<file path="config.mk">
export PLATFORM = sky130hd
export DESIGN_NAME = aes_spi_frame_link
export DESIGN_NICKNAME = d
export VERILOG_FILES = /design/src/rtl/aes_pkg.sv /design/src/rtl/spi_sync_edge.sv /design/src/rtl/aes_spi_frame_link.sv
export SDC_FILE = /design/constraint.sdc
export NUM_CORES = 2
export LEC_CHECK = 0
export CAP_MARGIN = 10
export CORE_ASPECT_RATIO = 0.75
export CORE_MARGIN = 10
export CORE_UTILIZATION = 45
export DETAILED_ROUTE_END_ITERATION = 8
export PLACE_DENSITY_LB_ADDON = 0.3
export SETUP_SLACK_MARGIN = 0.02
export SLEW_MARGIN = 20
export SYNTH_ARGS = -nofsm -noshare
export SYNTH_HDL_FRONTEND = slang
export SYNTH_SLANG_ARGS = --single-unit
</file>
<file path="constraint.sdc">
create_clock -name clk -period 2.3 [get_ports clk]
set_input_delay 0.345 -clock clk [delete_from_list [all_inputs] [get_ports clk]]
set_output_delay 0.345 -clock clk [all_outputs]
set_load 0.1 [all_outputs]
</file>
<file path="src/rtl/aes_pkg.sv">
// Shared constants, frame-size helpers and FSM state type for the AES SPI front end.
package aes_pkg;

    localparam int unsigned AES_BLOCK_W = 128;
    localparam int unsigned AES_WORD_W  = 32;

    typedef enum logic [1:0] {
        ST_ARM   = 2'd0,
        ST_IDLE  = 2'd1,
        ST_SHIFT = 2'd2
    } link_state_e;

    function automatic int unsigned aes_frame_w(input int unsigned nk);
        return nk * AES_WORD_W + AES_BLOCK_W;
    endfunction

    // Only AES-128/192/256 key sizes are supported.
    function automatic bit aes_nk_legal(input int unsigned nk);
        return (nk == 4) || (nk == 6) || (nk == 8);
    endfunction

endpackage

</file>
<file path="src/rtl/spi_sync_edge.sv">
// Two-flop synchroniser for an asynchronous SPI pin with rise/fall pulses on the synced level.
module spi_sync_edge (
    input  logic clk,
    input  logic rst,
    input  logic d,
    output logic q,
    output logic rise_c,
    output logic fall_c
);

    logic meta;
    logic prev;

    always_ff @(posedge clk) begin
        if (rst) begin
            meta <= 1'b0;
            q    <= 1'b0;
            prev <= 1'b0;
        end else begin
            meta <= d;
            q    <= meta;
            prev <= q;
        end
    end

    assign rise_c = q & ~prev;
    assign fall_c = ~q & prev;

endmodule

</file>
<file path="src/rtl/aes_spi_frame_link.sv">
// SPI-slave frame receiver for the AES core: captures key+plaintext per chip-select
// and returns the previous ciphertext on SDO during the next frame.
module aes_spi_frame_link
    import aes_pkg::*;
#(
    parameter int unsigned NK = 8
) (
    input  logic                     clk,
    input  logic                     rst,
    input  logic                     spi_sclk,
    input  logic                     spi_cs_n,
    input  logic                     spi_sdi,
    output logic                     spi_sdo,
    output logic [NK*AES_WORD_W-1:0] key_o,
    output logic [AES_BLOCK_W-1:0]   block_o,
    output logic                     frame_valid,
    input  logic                     frame_ready,
    input  logic [AES_BLOCK_W-1:0]   res_data,
    input  logic                     res_valid,
    output logic                     res_ready,
    output logic                     err_len,
    output logic                     err_overrun
);

    localparam int unsigned KEY_W   = NK * AES_WORD_W;
    localparam int unsigned FRAME_W = aes_frame_w(NK);
    localparam int unsigned CNT_W   = $clog2(FRAME_W + 2);
    localparam logic [CNT_W-1:0] CNT_FULL = CNT_W'(FRAME_W);
    localparam logic [CNT_W-1:0] CNT_SAT  = CNT_W'(FRAME_W + 1);
    localparam bit NK_OK = aes_nk_legal(NK);

    if (!NK_OK) begin : g_bad_nk
        $error("aes_spi_frame_link: NK must be 4, 6 or 8");
    end

    logic unused_sclk_lvl;
    logic sclk_rise, sclk_fall;
    logic cs_q, cs_rise, cs_fall;
    logic sdi_meta, sdi_q;

    spi_sync_edge u_sclk_sync (
        .clk    (clk),
        .rst    (rst),
        .d      (spi_sclk),
        .q      (unused_sclk_lvl),
        .rise_c (sclk_rise),
        .fall_c (sclk_fall)
    );

    spi_sync_edge u_cs_sync (
        .clk    (clk),
        .rst    (rst),
        .d      (spi_cs_n),
        .q      (cs_q),
        .rise_c (cs_rise),
        .fall_c (cs_fall)
    );

    // sdi shares the sclk synchroniser depth so it lines up with the detected rise.
    always_ff @(posedge clk) begin
        if (rst) begin
            sdi_meta <= 1'b0;
            sdi_q    <= 1'b0;
        end else begin
            sdi_meta <= spi_sdi;
            sdi_q    <= sdi_meta;
        end
    end

    link_state_e             state;
    logic [CNT_W-1:0]        bitcnt;
    logic [FRAME_W-1:0]      rx_shift;
    logic [AES_BLOCK_W-1:0]  tx_shift;
    logic [AES_BLOCK_W-1:0]  tx_buf;
    logic                    tx_full;
    logic                    ending;

    logic load, start, tx_full_n, shift_n;

    assign load      = res_valid && res_ready;
    assign start     = (state == ST_IDLE) && cs_fall;
    // A load coinciding with a frame start wins: that frame reads zeros, the result waits.
    assign tx_full_n = load ? 1'b1 : (start ? 1'b0 : tx_full);
    assign shift_n   = start || ((state == ST_SHIFT) && !cs_rise);

    always_ff @(posedge clk) begin
        if (rst) begin
            state       <= ST_ARM;
            bitcnt      <= '0;
            rx_shift    <= '0;
            tx_shift    <= '0;
            tx_buf      <= '0;
            tx_full     <= 1'b0;
            ending      <= 1'b0;
            spi_sdo     <= 1'b0;
            key_o       <= '0;
            block_o     <= '0;
            frame_valid <= 1'b0;
            res_ready   <= 1'b0;
            err_len     <= 1'b0;
            err_overrun <= 1'b0;
        end else begin
            err_len     <= 1'b0;
            err_overrun <= 1'b0;
            ending      <= 1'b0;
            res_ready   <= !tx_full_n && !shift_n;

            if (frame_valid && frame_ready) begin
                frame_valid <= 1'b0;
            end

            // Judge the frame one cycle after chip-select release.
            if (ending) begin
                if (bitcnt != CNT_FULL) begin
                    err_len <= 1'b1;
                end else if (frame_valid) begin
                    err_overrun <= 1'b1;
                end else begin
                    key_o       <= rx_shift[FRAME_W-1 -: KEY_W];
                    block_o     <= rx_shift[AES_BLOCK_W-1:0];
                    frame_valid <= 1'b1;
                end
            end

            case (state)
                ST_ARM: begin
                    if (cs_q) begin
                        state <= ST_IDLE;
                    end
                end
                ST_IDLE: begin
                    if (cs_fall) begin
                        bitcnt   <= '0;
                        tx_shift <= tx_full ? tx_buf : '0;
                        spi_sdo  <= tx_full & tx_buf[AES_BLOCK_W-1];
                        tx_full  <= 1'b0;
                        state    <= ST_SHIFT;
                    end
                end
                ST_SHIFT: begin
                    if (cs_rise) begin
                        state   <= ST_IDLE;
                        ending  <= 1'b1;
                        spi_sdo <= 1'b0;
                    end else begin
                        if (sclk_rise) begin
                            rx_shift <= {rx_shift[FRAME_W-2:0], sdi_q};
                            if (bitcnt != CNT_SAT) begin
                                bitcnt <= bitcnt + CNT_W'(1);
                            end
                        end
                        if (sclk_fall) begin
                            tx_shift <= {tx_shift[AES_BLOCK_W-2:0], 1'b0};
                            spi_sdo  <= tx_shift[AES_BLOCK_W-2];
                        end
                    end
                end
                default: state <= ST_ARM;
            endcase

            if (load) begin
                tx_buf  <= res_data;
                tx_full <= 1'b1;
            end
        end
    end

endmodule
</file>
==> results_tabular.tex <==
\begin{tabular}{lr}
\hline
Metric & Value \\
\hline
\multicolumn{2}{l}{\textbf{Run status}} \\
\quad Run status & finished clean \\
\multicolumn{2}{l}{\textbf{Pwr}} \\
\quad Internal & 27,600 uW \\
\quad LEAKAGE & 0.0156 uW \\
\quad Highest ir drop seen on vdd & 0.578 mV \\
\quad Sw Share & 21.8\% \\
\quad Power consumption & 35,300 uW \\
\quad Register share of total power & 52.2\% \\
\quad Net switching component of the power & 7710 uW \\
\quad Cell area power density & 763 nW/um\^{}2 \\
\quad Combinational power share & 3.1\% \\
\quad Part of the power in the clock network & 44.8\% \\
\multicolumn{2}{l}{\textbf{Worst setup path}} \\
\quad Data arrival time of the worst path & 2.55 ns \\
\quad Kind of critical path & reg2reg \\
\quad Biggest fanout along the worst timing path & 51 \\
\quad Worst Setup End Kind & register \\
\quad Worst reg2reg path endpoint & tx\_shift[26]\$\_SDFFE\_PP0P\_ \\
\quad Data required time of the worst path & 2.86 ns \\
\quad Category of the worst setup path launch point & register \\
\quad Worst reg2reg startpoint & state[0]\$\_SDFFE\_PP0P\_ \\
\quad Worst reg-to-reg path cell count & 5 \\
\quad Setup slack of the worst register-to-register path & 0.31 ns \\
\multicolumn{2}{l}{\textbf{Final layout}} \\
\quad Most frequent cells in the layout & nand2\_1 (1,923), dfxtp\_1 (1,048), a21oi\_1 (908), buf\_4 (428), clkdlybuf4s50\_1 (133) \\
\quad Commonest non-fill, non-tap cell in the layout & nand2\_1 \\
\quad Synthesis-to-layout area growth & 22.4\% \\
\quad Proportion of layout cells with a drive suffix above 1 & 14.1\% \\
\quad Final cell count without fillers & 6,241 \\
\quad Layout Nets & 5,195 \\
\quad Final-layout fill cell count & 7,668 \\
\multicolumn{2}{l}{\textbf{Clock network}} \\
\quad CTS tree & built \\
\quad Clock tree buffer depth & 3 \\
\quad CTS Hold Buffers Added & 0 \\
\quad Clk sink count & 1,049 \\
\quad Number of buffers created by CTS & 98 \\
\quad PostCTS Resize Cnt & 0 \\
\quad Buffers inserted by post-CTS timing repair & 0 \\
\quad Clock transition at the register clock pins on the worst setup and hold paths after CTS & 0.06 ns \\
\quad H-Tree Level Count & 3 \\
\quad Clk\_lat worst skew & 0.66 ns \\
\quad Clock root buffer & clkbuf\_16 \\
\multicolumn{2}{l}{\textbf{STA}} \\
\quad Max Fclk & 0.502 GHz \\
\quad Period utilization & 86.6\% \\
\quad Max transition margin & 52.8\% \\
\quad Fin worst setup slack & 0.309 ns \\
\quad Post-route clock skew & 0.0233 ns \\
\quad Number of endpoints with negative hold slack in the final report & 0 \\
\quad Setup repair after global routing missed its margin & false \\
\quad Final worst path period need & 1.99 ns \\
\quad Pin slew with the least headroom to its limit & 0.704 ns \\
\quad Final max-slew violation count & 0 \\
\quad Final number of setup-violating endpoints & 0 \\
\quad Sum Neg Setup Slack & 0 ns \\
\multicolumn{2}{l}{\textbf{Synth}} \\
\quad Fraction of the yosys area taken by sequential cells & 55.6\% \\
\quad Number of distinct standard cells referenced by the synthesized netlist & 38 \\
\quad Mapped Area & 37,800 um\^{}2 \\
\quad Total number of yosys warnings & 0 \\
\quad Number of cells produced by synthesis & 4,728 \\
\quad Flops \& latches, synth & 1,049 \\
\quad Average cell area after synthesis & 7.99 um\^{}2 \\
\quad Synth Net Count & 4,866 \\
\multicolumn{2}{l}{\textbf{Detailed routing}} \\
\quad Length of the first detailed-routing pass in iterations & 5 \\
\quad Number of design-rule violations left by the first detailed-router iteration & 2,475 \\
\quad DRT antenna net count & 0 \\
\quad Post-Route WL & 101,000 um \\
\quad Via count & 32,200 \\
\quad Avg WL per Cell & 16.2 um \\
\quad Detailed-route DRC error count & 0 \\
\quad Via-per-instance ratio & 5.16 \\
\multicolumn{2}{l}{\textbf{Hold path}} \\
\quad HP Start & rst \\
\quad Cells on Worst Hold Path & 2 \\
\quad Hold WC Path Type & in2reg \\
\quad Worst Hold Endpoint & u\_sclk\_sync.prev\$\_SDFF\_PP0\_ \\
\multicolumn{2}{l}{\textbf{GRT}} \\
\quad Gr usage total & 20.0\% \\
\quad Remaining global-route overflow & 0 \\
\quad Maximum number of pins on one net before global-route repair & 155 \\
\quad Global-route wire length before repair & 162,000 um \\
\quad Antenna violations before repair & 3 \\
\quad Number of global-route vias before repair & 29,900 \\
\multicolumn{2}{l}{\textbf{Die}} \\
\quad Area of the die & 96,000 um\^{}2 \\
\quad Horizontal die dimension & 355 um \\
\quad Height of the chip & 271 um \\
\quad Core footprint & 82,700 um\^{}2 \\
\quad Starting utilization of the core area & 45.7\% \\
\quad I/O Pins & 524 \\
\quad Std cell rows & 91 \\
\multicolumn{2}{l}{\textbf{Placed design}} \\
\quad Number of I/O port buffers & 523 \\
\quad Post-place setup slack & 0.316 ns \\
\quad Hpwl dp & 66,800 um \\
\quad Number of placed cells counting well taps & 6,073 \\
\quad Final weighted congestion in routability-driven placement & 0.776 \\
\multicolumn{2}{l}{\textbf{Job}} \\
\quad Number of violations of the max-capacitance limit & 0 \\
\hline
\end{tabular}
## worst max-delay path, cell delays in order, from the launching register on
cell and delay, ns:
dfxtp_1 0.43, and4bb_1 0.45, a41o_4 0.36, buf_12 0.30, nor2_1 0.08, a311oi_2 0.25
## how the worst max path moves through the flow
stage / from / endpoint / slack [ns] / cells after the start
floorplan: frame_valid$_SDFF_PP0_ / key_o[138]$_SDFFE_PP0P_ / 0.14 / 6
global placement: res_valid / res_ready$_SDFF_PP0_ / 0.37 / 3
detailed placement: state[0]$_SDFFE_PP0P_ / tx_shift[26]$_SDFFE_PP0P_ / 0.32 / 5
CTS: state[0]$_SDFFE_PP0P_ / tx_shift[26]$_SDFFE_PP0P_ / 0.30 / 5
global route: bitcnt[2]$_SDFFE_PP0P_ / key_o[118]$_SDFFE_PP0P_ / 0.12 / 6
finish: state[0]$_SDFFE_PP0P_ / tx_shift[26]$_SDFFE_PP0P_ / 0.31 / 5
## Yosys cell counts
cell type / number / area share [%]
o22a_1: 1 / 0.023
inv_1: 7 / 0.070
clkbuf_1: 258 / 2.6
nand3_1: 132 / 1.7
o211a_1: 1 / 0.027
or4_1: 2 / 0.040
nor2b_1: 12 / 0.20
buf_6: 7 / 0.21
nand2b_1: 4 / 0.066
a311oi_1: 46 / 1.1
buf_4: 50 / 0.99
or2_1: 1 / 0.017
nor3_1: 2 / 0.027
o21ai_1: 1 / 0.013
and3b_1: 1 / 0.023
buf_2: 56 / 0.74
buf_1: 17 / 0.17
o21ai_0: 7 / 0.093
dfxtp_1: 1049 / 56
and3_1: 3 / 0.050
nand3b_1: 1 / 0.020
a21oi_1: 908 / 12
nor4b_2: 1 / 0.040
a2111oi_0: 1 / 0.023
or3_1: 7 / 0.12
o31ai_1: 2 / 0.040
ha_1: 3 / 0.099
nor3b_1: 1 / 0.020
a311oi_2: 80 / 3.2
a41o_1: 1 / 0.027
nor2_1: 131 / 1.3
a31oi_1: 1 / 0.017
and2_1: 1 / 0.017
nand2_1: 1924 / 19
mux2i_1: 1 / 0.027
nand4_1: 4 / 0.066
and4bb_1: 1 / 0.033
and4_1: 3 / 0.070
## logic make-up (layout without fill, tap and decap cells)
group | Yosys count | in the layout | synth area share [%]
multiplexers | 1 | 1 | 0.0265
flip-flops | 1049 | 1049 | 55.6
AO/OA/AOI/OAI | 1049 | 1049 | 16.5
other | 0 | 3 | 0
adder cells (fa/ha/maj) | 3 | 3 | 0.0994
AND/OR/NAND/NOR | 2231 | 2231 | 23.0
buffers and inverters | 395 | 789 | 4.75
## state kept, by name, summed over array words and instances (netlist names), 2 cells and up
| signal | cells |
|---|---|
| key_o | 256 |
| tx_buf | 128 |
| tx_shift | 127 |
| block_o | 128 |
| rx_shift | 384 |
| state | 2 |
| bitcnt | 9 |
## power groups by stage
stage | Sequential [uW] | Clock (uW) | Combinational (uW)
final | 18400 | 15800 | 1080
after global routing | 18400 | 16900 | 1180
after CTS | 18400 | 16100 | 1090
after detailed placement | 18800 | 0 | 1080
after global placement | 18800 | 0 | 1080
after floorplan | 18800 | 0 | 606
## routing by layer
layer / wire, um / share of wire [%] / GRT usage (%)
met5: 0 / 0 / 0
met4: 2560 / 2.5 / 6.10
met3: 5750 / 5.7 / 4.02
met2: 47100 / 46 / 32.1
met1: 46000 / 45 / 26.9
## final cells by class
type                    count  area (um^2)  area share, %
diodes                      3         7.51         0.0162
clock buffers             136         2800           6.05
clock inverters            29          315          0.682
inverters                   7         26.3         0.0568
multi-input cells        3284        15000           32.5
flip-flops and latches   1049        21000           45.4
well taps                1116         1400           3.02
repair buffers            617         5660           12.2
## per-stage QoR
step / area, um^2 / util [%] / hold slack, ns
floorplan: 37800 / - / 0.414
global placement: 43100 / 52.2 / 0.418
detailed placement: 43100 / 52.2 / 0.438
CTS: 46200 / 55.9 / 0.0746
global route: 46200 / 55.9 / 0.109
finish: 46200 / 55.9 / 0.120
(Power assumes the default switching activity.)
